===== src/rtl/ipv4_pkg.sv =====
// Shared IPv4 header constants and receiver FSM encoding.
package ipv4_pkg;

  localparam logic [3:0] IPV4_VERSION  = 4'd4;
  localparam logic [3:0] IHL_MIN       = 4'd5;
  localparam logic [5:0] HDR_MIN_BYTES = 6'd20;

  localparam logic [5:0] OFS_TLEN  = 6'd2;
  localparam logic [5:0] OFS_TTL   = 6'd8;
  localparam logic [5:0] OFS_PROTO = 6'd9;
  localparam logic [5:0] OFS_SRC   = 6'd12;
  localparam logic [5:0] OFS_DST   = 6'd16;

  typedef enum logic [1:0] {
    IDLE = 2'd0,
    HDR  = 2'd1,
    OPT  = 2'd2,
    DONE = 2'd3
  } state_t;

endpackage


===== src/rtl/ipv4_hdr_rx_if.sv =====
// Byte-stream input and decoded-header result bundle of the IPv4 header receiver.
interface ipv4_hdr_rx_if;

  logic        in_valid;
  logic        in_sop;
  logic [7:0]  in_data;

  logic        hdr_done;
  logic        hdr_ok;
  logic        err_ver;
  logic        err_ihl;
  logic        err_len;
  logic        err_csum;
  logic        err_ttl;
  logic        err_trunc;
  logic [3:0]  ihl;
  logic [15:0] total_len;
  logic [7:0]  ttl;
  logic [7:0]  protocol;
  logic [31:0] src_ip;
  logic [31:0] dst_ip;

  modport master (
    output in_valid, in_sop, in_data,
    input  hdr_done, hdr_ok, err_ver, err_ihl, err_len, err_csum, err_ttl, err_trunc,
    input  ihl, total_len, ttl, protocol, src_ip, dst_ip
  );

  modport slave (
    input  in_valid, in_sop, in_data,
    output hdr_done, hdr_ok, err_ver, err_ihl, err_len, err_csum, err_ttl, err_trunc,
    output ihl, total_len, ttl, protocol, src_ip, dst_ip
  );

endinterface


===== src/rtl/ipv4_csum_acc.sv =====
// Byte-fed 16-bit ones-complement accumulator with end-around carry on every word.
module ipv4_csum_acc (
  input  logic        clk,
  input  logic        rst_n,
  input  logic        clr,
  input  logic        en,
  input  logic        odd,
  input  logic [7:0]  data,
  output logic [15:0] sum
);

  logic [15:0] sum_q;
  logic [15:0] base;
  logic [7:0]  hi_q;
  logic [16:0] wide;

  // clr restarts the sum in the same cycle a new first byte may be loaded
  always_comb begin
    base = clr ? 16'd0 : sum_q;
    wide = {1'b0, base} + {1'b0, hi_q, data};
  end

  always_ff @(posedge clk or negedge rst_n) begin
    if (!rst_n) begin
      sum_q <= '0;
      hi_q  <= '0;
    end else begin
      if (en && odd)
        sum_q <= wide[15:0] + {15'd0, wide[16]};
      else if (clr)
        sum_q <= '0;
      if (en && !odd)
        hi_q <= data;
      else if (clr)
        hi_q <= '0;
    end
  end

  assign sum = sum_q;

endmodule


===== src/rtl/ipv4_hdr_rx.sv =====
// Byte-serial IPv4 header receiver: field capture, option skip, checksum and sanity flags.
module ipv4_hdr_rx
  import ipv4_pkg::*;
#(
  parameter bit         CHECK_CSUM = 1'b1,
  parameter logic [7:0] MIN_TTL    = 8'd1
) (
  input logic          clk,
  input logic          reset,
  ipv4_hdr_rx_if.slave bus
);

  state_t      state_q, state_d;
  logic [5:0]  cnt_q, byte_idx, last_idx;
  logic        start, in_hdr, accept, trunc_q, done, csum_ok;
  logic [3:0]  version_q, ihl_q, ihl_eff;
  logic [15:0] tlen_q, csum_sum;
  logic [7:0]  ttl_q, proto_q;
  logic [31:0] src_q, dst_q;

  // a sop byte always restarts at index 0, whatever state we are in
  always_comb begin
    start    = bus.in_valid & bus.in_sop;
    in_hdr   = (state_q == HDR) || (state_q == OPT);
    accept   = bus.in_valid & (start | in_hdr);
    byte_idx = start ? 6'd0 : cnt_q;
    ihl_eff  = (ihl_q < IHL_MIN) ? IHL_MIN : ihl_q;
    last_idx = {ihl_eff, 2'b00} - 6'd1;
  end

  always_comb begin
    state_d = state_q;
    case (state_q)
      IDLE: if (start) state_d = HDR;
      HDR: begin
        if (start)
          state_d = HDR;
        else if (accept && byte_idx == HDR_MIN_BYTES - 6'd1)
          state_d = (ihl_eff > IHL_MIN) ? OPT : DONE;
      end
      OPT: begin
        if (start)
          state_d = HDR;
        else if (accept && byte_idx == last_idx)
          state_d = DONE;
      end
      DONE:    state_d = start ? HDR : IDLE;
      default: state_d = IDLE;
    endcase
  end

  always_ff @(posedge clk or negedge reset) begin
    if (!reset) begin
      state_q <= IDLE;
      cnt_q   <= '0;
      trunc_q <= 1'b0;
    end else begin
      state_q <= state_d;
      trunc_q <= start & in_hdr;
      if (accept)
        cnt_q <= byte_idx + 6'd1;
    end
  end

  always_ff @(posedge clk or negedge reset) begin
    if (!reset) begin
      version_q <= '0;
      ihl_q     <= '0;
      tlen_q    <= '0;
      ttl_q     <= '0;
      proto_q   <= '0;
      src_q     <= '0;
      dst_q     <= '0;
    end else if (accept) begin
      case (byte_idx)
        6'd0:            {version_q, ihl_q} <= bus.in_data;
        OFS_TLEN:        tlen_q[15:8] <= bus.in_data;
        OFS_TLEN + 6'd1: tlen_q[7:0]  <= bus.in_data;
        OFS_TTL:         ttl_q        <= bus.in_data;
        OFS_PROTO:       proto_q      <= bus.in_data;
        default: begin
          if (byte_idx >= OFS_SRC && byte_idx < OFS_DST)
            src_q <= {src_q[23:0], bus.in_data};
          else if (byte_idx >= OFS_DST && byte_idx < HDR_MIN_BYTES)
            dst_q <= {dst_q[23:0], bus.in_data};
        end
      endcase
    end
  end

  ipv4_csum_acc u_csum (
    .clk   (clk),
    .rst_n (reset),
    .clr   (start),
    .en    (accept),
    .odd   (byte_idx[0]),
    .data  (bus.in_data),
    .sum   (csum_sum)
  );

  assign csum_ok = (csum_sum == 16'hFFFF);
  // flags are gated by the done pulse so they read 0 outside it, including after reset
  assign done    = (state_q == DONE) | trunc_q;

  assign bus.hdr_done  = done;
  assign bus.err_ver   = done & (version_q != IPV4_VERSION);
  assign bus.err_ihl   = done & (ihl_q < IHL_MIN);
  assign bus.err_len   = done & (tlen_q < {10'd0, ihl_q, 2'b00});
  assign bus.err_csum  = done & CHECK_CSUM & ~csum_ok;
  assign bus.err_ttl   = done & (ttl_q < MIN_TTL);
  assign bus.err_trunc = trunc_q;
  assign bus.hdr_ok    = done & ~|{bus.err_ver, bus.err_ihl, bus.err_len,
                                   bus.err_csum, bus.err_ttl, bus.err_trunc};

  assign bus.ihl       = ihl_q;
  assign bus.total_len = tlen_q;
  assign bus.ttl       = ttl_q;
  assign bus.protocol  = proto_q;
  assign bus.src_ip    = src_q;
  assign bus.dst_ip    = dst_q;

endmodule


===== src/flat_wrapper.sv =====
// flat-port wrapper written by rule: the top's interface ports become plain ports
module ipv4_hdr_rx_flat import ipv4_pkg::*;
#(
  parameter bit         CHECK_CSUM = 1'b1,
  parameter logic [7:0] MIN_TTL    = 8'd1
)
  (clk, reset, bus_in_valid, bus_in_sop, bus_in_data, bus_hdr_done, bus_hdr_ok, bus_err_ver, bus_err_ihl, bus_err_len, bus_err_csum, bus_err_ttl, bus_err_trunc, bus_ihl, bus_total_len, bus_ttl, bus_protocol, bus_src_ip, bus_dst_ip);
  ipv4_hdr_rx_if bus_i ();
  input logic clk;
  input logic reset;
  input wire logic [$bits(bus_i.in_valid)-1:0] bus_in_valid;
  input wire logic [$bits(bus_i.in_sop)-1:0] bus_in_sop;
  input wire logic [$bits(bus_i.in_data)-1:0] bus_in_data;
  output wire logic [$bits(bus_i.hdr_done)-1:0] bus_hdr_done;
  output wire logic [$bits(bus_i.hdr_ok)-1:0] bus_hdr_ok;
  output wire logic [$bits(bus_i.err_ver)-1:0] bus_err_ver;
  output wire logic [$bits(bus_i.err_ihl)-1:0] bus_err_ihl;
  output wire logic [$bits(bus_i.err_len)-1:0] bus_err_len;
  output wire logic [$bits(bus_i.err_csum)-1:0] bus_err_csum;
  output wire logic [$bits(bus_i.err_ttl)-1:0] bus_err_ttl;
  output wire logic [$bits(bus_i.err_trunc)-1:0] bus_err_trunc;
  output wire logic [$bits(bus_i.ihl)-1:0] bus_ihl;
  output wire logic [$bits(bus_i.total_len)-1:0] bus_total_len;
  output wire logic [$bits(bus_i.ttl)-1:0] bus_ttl;
  output wire logic [$bits(bus_i.protocol)-1:0] bus_protocol;
  output wire logic [$bits(bus_i.src_ip)-1:0] bus_src_ip;
  output wire logic [$bits(bus_i.dst_ip)-1:0] bus_dst_ip;
  assign bus_i.in_valid = bus_in_valid;
  assign bus_i.in_sop = bus_in_sop;
  assign bus_i.in_data = bus_in_data;
  assign bus_hdr_done = bus_i.hdr_done;
  assign bus_hdr_ok = bus_i.hdr_ok;
  assign bus_err_ver = bus_i.err_ver;
  assign bus_err_ihl = bus_i.err_ihl;
  assign bus_err_len = bus_i.err_len;
  assign bus_err_csum = bus_i.err_csum;
  assign bus_err_ttl = bus_i.err_ttl;
  assign bus_err_trunc = bus_i.err_trunc;
  assign bus_ihl = bus_i.ihl;
  assign bus_total_len = bus_i.total_len;
  assign bus_ttl = bus_i.ttl;
  assign bus_protocol = bus_i.protocol;
  assign bus_src_ip = bus_i.src_ip;
  assign bus_dst_ip = bus_i.dst_ip;
  ipv4_hdr_rx #(.CHECK_CSUM(CHECK_CSUM), .MIN_TTL(MIN_TTL)) u_core (.clk(clk), .reset(reset), .bus(bus_i));
endmodule

===== config.mk =====
export PLATFORM = sky130hd
export DESIGN_NAME = ipv4_hdr_rx_flat
export DESIGN_NICKNAME = d
export VERILOG_FILES = /design/src/rtl/ipv4_pkg.sv /design/src/rtl/ipv4_hdr_rx_if.sv /design/src/rtl/ipv4_csum_acc.sv /design/src/rtl/ipv4_hdr_rx.sv /design/src/flat_wrapper.sv
export SDC_FILE = /design/constraint.sdc
export NUM_CORES = 1
export LEC_CHECK = 0
export CAP_MARGIN = 30
export CORE_MARGIN = 5
export CORE_UTILIZATION = 35
export CTS_BUF_LIST = sky130_fd_sc_hd__clkbuf_16
export DETAILED_ROUTE_END_ITERATION = 10
export GPL_TIMING_DRIVEN = 0
export MAX_ROUTING_LAYER = met4
export PLACE_DENSITY = 0.53
export RECOVER_POWER = 50
export SYNTH_ARGS = -nofsm -noshare
export SYNTH_HDL_FRONTEND = slang
export SYNTH_SLANG_ARGS = --single-unit

===== constraint.sdc =====
create_clock -name clk -period 5.65 [get_ports clk]
set_input_delay 1.695 -clock clk [delete_from_list [all_inputs] [get_ports clk]]
set_output_delay 1.695 -clock clk [all_outputs]
set_load 0.05 [all_outputs]

==> metrics.md <==
| Metric | Value |
|---|---|
| Switching Fraction | 0.426 |
| Worst-path cell chain | clkdlybuf4s50_1, ha_1, buf_2, a21o_1, a21oi_1, a211o_1, a21boi_1, o22a_1, a21oi_1, o21bai_1, ha_2, and3_4, nand2_4, or3_4, or3_4, o31a_1, nand2_1 |
| CP required | 6.00 ns |
| Chip Width | 152 um |
| Quantity of I/O buffers inserted on ports | 119 |
| DR pass1 iterations | 4 |
| Remaining DRCs | 0 |
| Vias | 5216 |
| Library cells used by synthesis | 57 |
| Vias per cell | 5.12 |
| P&R area growth vs syn | 32.3% |
| CP Launch Type | input pin |
| Yosys top cell area share | 0.489 |
| Fin nets | 787 |
| Setup violations, final | 0 |
| Antenna cell count | 0 |
| Iteration-0 DRC count of the detailed router | 231 |
| Share of layout cells above drive strength 1 | 0.233 |
| Sink Count | 137 |
| Post-Route Setup TNS | 0 ns |
| Detailed placement HPWL | 14200 um |
| Final Util | 0.474 |
| Clock Power Share | 0.230 |
| GP Congestion | 0.851 |
| Avg WL per Cell | 18.5 um |
| Syn Area/Cell | 11.7 um^2 |
| Violations in the final reports | max-capacitance violations, max-slew violations |
| Starting density of the core | 0.358 |
| Final Cycle Share | 0.970 |
| Total grt overflow | 0 |
| Placed Cells incl. Taps | 985 |
| Status | finished, violations left |
| Largest net degree at the start of global routing | 72 |
| Fmax | 0.182 GHz |
| Max_slew headroom | -1.45 |
| Post-synth top flop | dfrtp_1 |
| CP max FO | 9 |
| Max VDD drop | 0.396 mV |
| Total number of H-tree levels | 4 |
| CTS tree | yes |
| Most frequent cells in the layout | dfrtp_1, mux2_2, clkdlybuf4s50_1 |
| Combinational fraction of design power | 0.493 |
| Clock latency on the worst-skew pair | 0.41 ns |
| Worst setup EP type | register |
| Hold WC Path Type | register to register |
| FP Rows | 51 |
| Number of synthesized register bits | 137 |
| Pwr per Cell Area | 572 mW/mm^2 |
| Root buffer cell | clkbuf_16 |
| Minimum clock period | 5.48 ns |
| Worst Clk Skew | 0.00760 ns |
| DIE AREA | 0.0230 mm^2 |
| All-Layer GR Usage | 0.173 |
| Worst EP arrival | 5.83 ns |
| Core area | 0.0196 mm^2 |
| Worst path bufs/invs | 2 |
| Total CTS buffers | 17 |
| # hold bufs at CTS | 0 |
| DRT antenna net count | 0 |
| Register area share after synthesis | 0.489 |
| Slew Limit Fails | 67 |
| Least-Margin Pin Slew | 3.67 ns |
| Slowest stage cell, crit path | clkdlybuf4s50_1 |
| Netlist Area Pre-Place | 0.00702 mm^2 |
| Net switching power | 2.26 mW |
| Async S/R FF share, synth | 1.00 |
| PnR worst setup slack | 0.170 ns |
| Fin. Hold Viols | 0 |
| Placement Setup Slack | -1.46 ns |
| Internal power | 3.05 mW |
| IO Pins | 120 |
| Mapped Nets | 645 |
| Synth area leader | dfrtp_1 |
| First-pass GRT wire length | 29900 um |
| Yosys Warn Count | 0 |
| Part of the power in registers | 0.277 |
| Top delay family on crit path | compound AO/OA/AOI/OAI gates |
| Cell count after synthesis | 600 |
| Total power | 5.31 mW |
| Commonest non-fill, non-tap cell in the layout | dfrtp_1 |
| Post-synth EDFFs | 0 |
| P_leak | 4.28 nW |
| MaxCap Viol Count | 1 |
| Number of global-route vias before repair | 5401 |
| Die H | 152 um |
| CTS Buffer Depth | 2 |
| Dominant cells by area after synthesis | dfrtp_1, mux2_2, ha_1 |
| Total Routed Length | 18800 um |
| Finished Layout Cells | 1019 |
| Initial antenna violation count | 0 |
| CTS clk-pin slew, worst paths | 0.06 ns |
| Crit-path max cell delay | 0.71 ns |
| CP Class | input pin to register |
## logic make-up (layout without fill, tap and decap cells)
logic type,Yosys count,count (layout),share of synthesized area
and+or+nand+nor,147,147,0.113
DFF,137,137,0.489
muxes,115,115,0.184
AOI/OAI and AO/OA,100,100,0.0940
buffers and inverters,39,193,0.0237
adders and majority gates,33,33,0.0599
xor gates and xnor gates,29,29,0.0362
## power groups by stage
stage	Sequential [mW]	Clock [mW]	Combinational, mW
floorplan	2.01	0	1.29
global placement	1.48	0	2.56
detailed placement	1.49	0	2.60
CTS	1.48	1.24	2.63
global route	1.51	1.29	2.83
finish	1.47	1.22	2.62
## per-stage QoR
step                      cell area (um^2)  hold WS, ns
after CTS                             9260        0.509
after global placement                8540        0.486
after detailed placement              8570        0.496
after floorplan                       7020        0.472
final                                 9280        0.496
after global routing                  9280        0.520
## flip-flops by register name, summed over array words and instances, names as in the netlist
register / flops
u_core.bus.err_trunc: 1
u_core.bus.ihl: 4
u_core.cnt_q: 6
u_core.u_csum.hi_q: 8
u_core.u_csum.sum: 16
u_core.bus.src_ip: 32
u_core.bus.dst_ip: 32
u_core.bus.total_len: 16
u_core.bus.protocol: 8
u_core.bus.ttl: 8
u_core.state_q: 2
u_core.version_q: 4
## repair_timing
item                       CTS  global route
resized for setup           16            17
setup buffers                2             1
pin swaps                    4             5
setup endpoints to repair   16            10
## worst register-to-register path: cells and delay by family (launching register included)
kind / cells / cell delay, ns
AOI/OAI and AO/OA: 7 / 1.42
buffers and inverters: 1 / 0.20
adders and majority gates: 2 / 0.50
DFF: 1 / 0.38
and+or+nand+nor: 7 / 1.40
## per-layer routing
| metal | track usage | wire [um] | vias up | part of all wire |
|---|---|---|---|---|
| met3 | 0.0348 | 700 | 10 | 0.037 |
| met4 | 0.0368 | 193 | 0 | 0.010 |
| met1 | 0.225 | 8510 | 2638 | 0.45 |
| met5 | - | 0 | - | 0 |
| met2 | 0.281 | 9450 | 91 | 0.50 |
| li1 | - | - | 2477 | - |
## Yosys cell counts, types with 2 or more instances
cell      number
a211o_1        2
a211oi_1       7
a21o_1        11
a21oi_1       29
a31o_2         2
a31oi_1        3
and2_1        21
and3_1        14
buf_2         10
clkbuf_1      17
dfrtp_1      137
ha_1          32
inv_1         11
mux2_2       112
mux2i_1        3
nand2_1       21
nand2b_1       6
nand3_1       12
nand4_1        8
nand4b_1       2
nor2_1        27
nor2b_1        2
nor3_1         9
nor3b_1        2
nor4_1         8
o211ai_1       2
o21a_1         2
o21ai_0       17
o22ai_1        3
o311ai_0       3
o31ai_1        3
o32ai_1        2
or2_2          4
or3_1          4
or4_1          3
xnor2_1       15
xor2_1        14
## final timing paths
kind,from,to,slack [ns],depth (start not counted)
max reg2reg,u_core.u_csum.sum[5]$_DFF_PN0_,u_core.u_csum.sum[15]$_DFF_PN0_,1.67,17
min,u_core.bus.total_len[0]$_DFFE_PN0P_,u_core.bus.total_len[0]$_DFFE_PN0P_,0.50,1
min reg2reg,u_core.bus.total_len[0]$_DFFE_PN0P_,u_core.bus.total_len[0]$_DFFE_PN0P_,0.50,1
min in group asynchronous,reset,u_core.bus.dst_ip[29]$_DFFE_PN0P_,2.52,1
max in group asynchronous,reset,u_core.bus.src_ip[29]$_DFFE_PN0P_,1.02,1
max,bus_in_data[7],u_core.u_csum.sum[15]$_DFF_PN0_,0.17,17
## final cells by class
type                    count  area [um^2]
plain buffers              28          141
clock buffers              17          425
clock inverters            14          220
fillers                  1848        10300
inverters                  11         41.3
multi-input cells         424         3460
flip-flops and latches    137         3430
well taps                 265          332
repair buffers            123         1230
No activity file was read; power rests on OpenSTA's default activity.
